==> config.mk <==
export PLATFORM = sky130hd
export DESIGN_NAME = shift_result_display
export DESIGN_NICKNAME = d
export VERILOG_FILES = /design/src/rtl/shift_result_display.sv
export SDC_FILE = /design/constraint.sdc
export NUM_CORES = 1
export LEC_CHECK = 0
export CAP_MARGIN = 20
export CORE_ASPECT_RATIO = 1.1
export CORE_UTILIZATION = 30
export CTS_CLUSTER_SIZE = 40
export DETAILED_ROUTE_END_ITERATION = 8
export PLACE_DENSITY = 0.48
export SYNTH_ARGS = -nofsm -noshare
export SYNTH_HDL_FRONTEND = slang
export SYNTH_SLANG_ARGS = --single-unit
==> constraint.sdc <==
create_clock -name Clk -period 1.9 [get_ports Clk]
set_input_delay 0.19 -clock Clk [delete_from_list [all_inputs] [get_ports Clk]]
set_output_delay 0.19 -clock Clk [all_outputs]
set_load 0.05 [all_outputs]
==> src/rtl/shift_result_display.sv <==
// ---------------------------------------------------------------------------
// shift_result_display
//
// Downstream stage of the 8-bit shift unit. A Load strobe captures the shift
// result, a sequential double-dabble engine turns it into three BCD digits
// (eight iterations, one per clock), and the finished value drives a
// four-digit, time-multiplexed, active-low 7-segment display. The display
// keeps showing the last completed value while a new conversion runs.
//
// Parameters:
//   SCAN_DIV  clock cycles each digit stays selected (>= 1)
//   LZ_BLANK  1 = blank leading zeros on hundreds/tens, 0 = show all three
//
// Ports:
//   Clk   in   system clock, rising edge
//   Rst   in   asynchronous active-high reset
//   Din   in   8-bit unsigned value to convert
//   Load  in   start a conversion (honoured only while idle)
//   Busy  out  high while converting or signalling completion
//   Done  out  one-cycle pulse once Bcd has been updated
//   Bcd   out  {hundreds, tens, ones}
//   An    out  active-low one-hot digit enables, An[0] = ones
//   Seg   out  active-low segments {g,f,e,d,c,b,a}
// ---------------------------------------------------------------------------
module shift_result_display #(
   parameter int SCAN_DIV = 50000,
   parameter bit LZ_BLANK = 1'b1
) (
   input  logic        Clk,
   input  logic        Rst,
   input  logic [7:0]  Din,
   input  logic        Load,
   output logic        Busy,
   output logic        Done,
   output logic [11:0] Bcd,
   output logic [3:0]  An,
   output logic [6:0]  Seg
);

   localparam int PW = (SCAN_DIV > 1) ? $clog2(SCAN_DIV) : 1;
   localparam logic [PW-1:0] SCAN_LAST = PW'(SCAN_DIV - 1);

   typedef enum logic [1:0] {IDLE, CONV, DONE} state_t;

   state_t        state_q, state_d;
   logic [7:0]    binShift_q;
   logic [11:0]   workBcd_q;
   logic [2:0]    iterCnt_q;
   logic [11:0]   bcdOut_q;
   logic [PW-1:0] scanCnt_q;
   logic [1:0]    digitIdx_q;

   logic [11:0]   workAdj;
   logic [11:0]   workNext;
   logic [3:0]    nibble;
   logic          blank;

   // State register for the conversion sequencer
   always_ff @(posedge Clk or posedge Rst) begin
      if (Rst) begin
         state_q <= IDLE;
      end else begin
         state_q <= state_d;
      end
   end

   // Next-state logic: a Load only starts a conversion from IDLE; eight
   // iterations in CONV, then a single DONE cycle before going idle again
   always_comb begin
      state_d = state_q;
      case (state_q)
         IDLE:    if (Load) state_d = CONV;
         CONV:    if (iterCnt_q == 3'd7) state_d = DONE;
         DONE:    state_d = IDLE;
         default: state_d = IDLE;
      endcase
   end

   // Moore outputs of the sequencer
   always_comb begin
      Busy = (state_q != IDLE);
      Done = (state_q == DONE);
   end

   // Double-dabble step: each nibble of the work register that is 5 or more
   // gets +3 independently (no carry between nibbles), then {work, bin} is
   // shifted left by one so the next binary MSB enters the ones digit
   always_comb begin
      for (int n = 0; n < 3; n++) begin
         workAdj[n*4 +: 4] = (workBcd_q[n*4 +: 4] >= 4'd5) ?
                             workBcd_q[n*4 +: 4] + 4'd3 : workBcd_q[n*4 +: 4];
      end
      workNext = {workAdj[10:0], binShift_q[7]};
   end

   // Conversion datapath; the visible result register only changes on the
   // last iteration so the display never sees partial values
   always_ff @(posedge Clk or posedge Rst) begin
      if (Rst) begin
         binShift_q <= 8'd0;
         workBcd_q  <= 12'd0;
         iterCnt_q  <= 3'd0;
         bcdOut_q   <= 12'h000;
      end else begin
         case (state_q)
            IDLE: begin
               if (Load) begin
                  binShift_q <= Din;
                  workBcd_q  <= 12'd0;
                  iterCnt_q  <= 3'd0;
               end
            end
            CONV: begin
               workBcd_q  <= workNext;
               binShift_q <= {binShift_q[6:0], 1'b0};
               iterCnt_q  <= iterCnt_q + 3'd1;
               if (iterCnt_q == 3'd7) begin
                  bcdOut_q <= workNext;
               end
            end
            default: ;
         endcase
      end
   end

   // Free-running scan prescaler and digit index, independent of conversion
   always_ff @(posedge Clk or posedge Rst) begin
      if (Rst) begin
         scanCnt_q  <= '0;
         digitIdx_q <= 2'd0;
      end else if (scanCnt_q == SCAN_LAST) begin
         scanCnt_q  <= '0;
         digitIdx_q <= digitIdx_q + 2'd1;
      end else begin
         scanCnt_q  <= scanCnt_q + 1'b1;
      end
   end

   // Digit selection and leading-zero blanking; position 3 is always dark
   always_comb begin
      nibble = 4'd0;
      blank  = 1'b1;
      case (digitIdx_q)
         2'd0: begin
            nibble = bcdOut_q[3:0];
            blank  = 1'b0;
         end
         2'd1: begin
            nibble = bcdOut_q[7:4];
            blank  = LZ_BLANK && (bcdOut_q[11:8] == 4'd0) && (bcdOut_q[7:4] == 4'd0);
         end
         2'd2: begin
            nibble = bcdOut_q[11:8];
            blank  = LZ_BLANK && (bcdOut_q[11:8] == 4'd0);
         end
         default: begin
            nibble = 4'd0;
            blank  = 1'b1;
         end
      endcase
   end

   // Active-low segment decode; codes above 9 fall through to blank
   always_comb begin
      Seg = 7'b1111111;
      if (!blank) begin
         case (nibble)
            4'd0:    Seg = 7'b1000000;
            4'd1:    Seg = 7'b1111001;
            4'd2:    Seg = 7'b0100100;
            4'd3:    Seg = 7'b0110000;
            4'd4:    Seg = 7'b0011001;
            4'd5:    Seg = 7'b0010010;
            4'd6:    Seg = 7'b0000010;
            4'd7:    Seg = 7'b1111000;
            4'd8:    Seg = 7'b0000000;
            4'd9:    Seg = 7'b0010000;
            default: Seg = 7'b1111111;
         endcase
      end
   end

   // Registered-state outputs
   always_comb begin
      An  = ~(4'b0001 << digitIdx_q);
      Bcd = bcdOut_q;
   end

endmodule

==> metrics.md <==
| Metric | Value |
|---|---|
| Worst Tran Pin Value | `0.505 ns` |
| Mux contribution to synthesized area | `roughly 2.7%` |
| Synth warn | `0` |
| Slew Viols, Final | `0` |
| Synth cell types | `37` |
| Crit start category | `flop` |
| Layout Cells excl Fill | `around 510` |
| Global-route wire length before repair | `11500 um` |
| Layout cells sized above 1 | `between 20% and 30%` |
| Gr ovfl total | `0` |
| R2R Path End | `workBcd_q[6]` |
| Global Route Usage Sum | `between 10% and 20%` |
| Crit path kind | `reg2out` |
| Die H | `~110 um` |
| Vias | `2435` |
| Starting Density | `31.1%` |
| Rows | `37` |
| Max Cap Violations | `0` |
| DRT antenna net count | `0` |
| Final worst path period need | `between 2 and 3 ns` |
| Commonest non-fill, non-tap cells in the layout | `dfrtp_1 (54), buf_4 (52), o21ai_0 (34), nand2_1 (27), clkdlybuf4s50_1 (20)` |
| CTS tree | `yes` |
| Netlist Area Pre-Place | `slightly below 3000 um^2` |
| Core Area | `approximately 9400 um^2` |
| Synth Net Count | `roughly 330` |
| RR Startpoint | `workBcd_q[4]` |
| Combinational family with the most area after synthesis | `simple AND/OR/NAND/NOR gates` |
| Status | `complete, but fails checks` |
| Simple-gate share of the synthesized area | `about 17%` |
| Die X-Extent | `96.1 um` |
| Pwr/cell area | `1560 nW/um^2` |
| Synth Instances | `around 300` |
| Fin worst setup slack | `-0.757 ns` |
| Final Wtd Congestion | `between 0.7 and 0.8` |
| Area share of the largest cell type after synthesis | `between 40% and 50%` |
| Synth Area in Compound Gates | `between 10% and 20%` |
| Final period utilization | `140%` |
| Yosys reg bits | `55` |
| Finish-stage setup viols | `7` |
| Fmax | `0.376 GHz` |
| ANT cells | `0` |
| Slowest cell on crit path | `dfrtp_1` |
| Combined buffer and inverter count along the critical path | `6` |
| R2R cell count | `6` |
| Critical Path End Type | `output port` |
| Syn Area/Cell | `between 9 and 10 um^2` |
| CTS Buf Count | `5` |
| Register area share after synthesis | `approximately 47%` |
| Post-CTS Hold Fix Bufs | `0` |
| Critical Path RT | `between 1.5 and 2 ns` |
| Flop2flop setup slack | `approximately 0.2 ns` |
| CP Cell Sequence | `inv_2 > ha_4 > buf_4 > buf_6 > a222oi_1 > buf_4 > buf_4 > nand3b_1 > a221o_2 > buf_8` |
| CP arrival | `roughly 2.5 ns` |
| Critical path's top delay family | `buffers and inverters` |
| Crit path top cell by count | `buf_4` |
| First-pass detailed-route iteration total | `4` |
| Post-Synth Adder-Cell Area | `between 8 and 9%` |
| Largest net degree at the start of global routing | `23` |
| Min Hold Slack | `about 0.17 ns` |
| Largest cells by area after synthesis | `dfrtp_1 (47%), ha_1 (8.1%), o21ai_0 (6.2%)` |
| Final Skew | `~0.007 ns` |
| Clk_lat worst skew | `around 0.3 ns` |
| Vias in the first global route | `~2500` |
| Clock tree buffer depth | `2` |
| Commonest non-fill, non-tap cell in the layout | `dfrtp_1` |
| Crit-path max FO | `3` |
| Port Buf Inserts | `35` |
| Drt first-iter violations | `between 100 and 150` |
| Area share of xor/xnor cells in the synthesized design | `between 5 and 6%` |
| Min-Delay Path Class | `in2async` |
| DR vias/cell | `between 4 and 5` |
| Die area | `slightly above 10000 um^2` |
| Io pins | `36` |
| Wirelength per Cell | `between 10 and 15 um` |
| Failing checks | `negative setup slack` |
| Fin. Hold Viols | `0` |
| Synthesis-to-layout area growth | `37.8%` |
| Fin Setup TNS | `-4.87 ns` |
| Final HPWL DP | `4830 um` |
| Routed WL | `between 6000 and 7000 um` |
| Clock sink count | `55` |
| Placed cell count | `490` |
| Final Core Density | `between 40% and 50%` |
| Worst stage delay on the critical path | `0.44 ns` |
| RSZ-0062 raised after global routing | `yes` |
| Htree depth | `2` |
| Clock Pin Slew Worst Setup and Hold Paths | `~0.1 ns` |
| DR DRC count | `0` |
| Initial antenna violation count | `0` |
| Fin nets | `between 400 and 500` |
| Worst vdd ir | `~0.48 mV` |
| LEAKAGE | `about 1.8 nW` |
| Clk root buf | `clkbuf_8` |
| Post-synth top area cell | `dfrtp_1` |
| Pre-CTS setup slack | `-0.443 ns` |
| Relative slew margins | `66.2%` |
==> per-layer routing <==
metal	global-route usage [%]	vias up	wire length [um]
met4	3.20	0	31
met5	0	-	0
met2	23.2	45	3170
li1	-	1226	-
met3	2.09	2	195
met1	19.8	1162	3250
==> worst reg2reg max path: cells and delay by family (launching register included) <==
family                   cells  cell delay, ns
AO/OA/AOI/OAI                2            0.39
adder cells (fa/ha/maj)      1            0.21
buffers and inverters        1            0.10
flip-flops                   1            0.43
multiplexers                 1            0.40
AND/OR/NAND/NOR              1            0.08
==> layout make-up <==
class / instances / area [um^2]
tap: 117 / 146
clock inverter: 3 / 20.0
multi-input combinational: 220 / 1560
fill: 913 / 5380
inverter: 19 / 71.3
clock buffer: 5 / 68.8
sequential: 55 / 1380
timing repair buffer: 86 / 774
==> synth_stat cells (all sizes together) <==
cell type  count
a22oi          6
o21ai         41
nor4b          1
a21oi         18
inv           19
ha            19
nand3b         1
dfrtp         55
o21bai         1
nor4           4
nand2b         4
nor3           7
xor2           8
or2            4
nand3          6
a221o          1
a211oi         1
nand2         29
nor2b         11
nor2          18
and4           1
and3           1
nor3b          5
xnor2         10
mux2           7
a222oi         4
a22o           3
or4            1
a2bb2oi        3
buf            1
nand4          3
clkbuf         9
and3b          1
o21a           1
==> report_power, final <==
part           leakage, nW  switching (mW)  total (mW)  internal (mW)
clock network       0.0402           0.390       0.648          0.258
registers            0.706           0.285        1.80           1.52
logic                 1.07            2.15        3.81           1.66
==> stage by stage <==
step           total power, mW  area (um^2)
3_5_place_dp              5.29         3730
5_1_grt                   6.74         4020
6_report                  6.26         4020
2_1_floorplan             4.02         2960
3_3_place_gp              5.24         3730
4_1_cts                   6.16         3910
==> sequential cells by signal (all words and copies together) (netlist names) <==
name        cells
digitIdx_q      2
binShift_q      8
iterCnt_q       3
state_q         2
Bcd            12
workBcd_q      12
scanCnt_q      16
==> repair_timing <==
| action | in CTS | in global routing |
|---|---|---|
| setup buffers | 6 | 3 |
| pin swaps | 4 | 14 |
| resized for setup | 14 | 23 |
| setup endpoints to repair | 7 | 8 |
==> cell families after synthesis <==
logic type | count (synthesis)
compound gates | 79
xor+xnor | 18
fa+ha+maj | 19
buf+inv | 29
flops | 55
mux | 7
simple gates | 97
==> worst max path at each step <==
stage,from,endpoint,cells past startpoint
finish,digitIdx_q[1],Seg[4],10
global route,digitIdx_q[1],Seg[4],10
CTS,digitIdx_q[1],Seg[4],10
detailed placement,digitIdx_q[0],Seg[6],10
global placement,digitIdx_q[0],Seg[4],10
floorplan,Bcd[6],Seg[0],4
No activity file was read; power rests on OpenSTA's default activity.
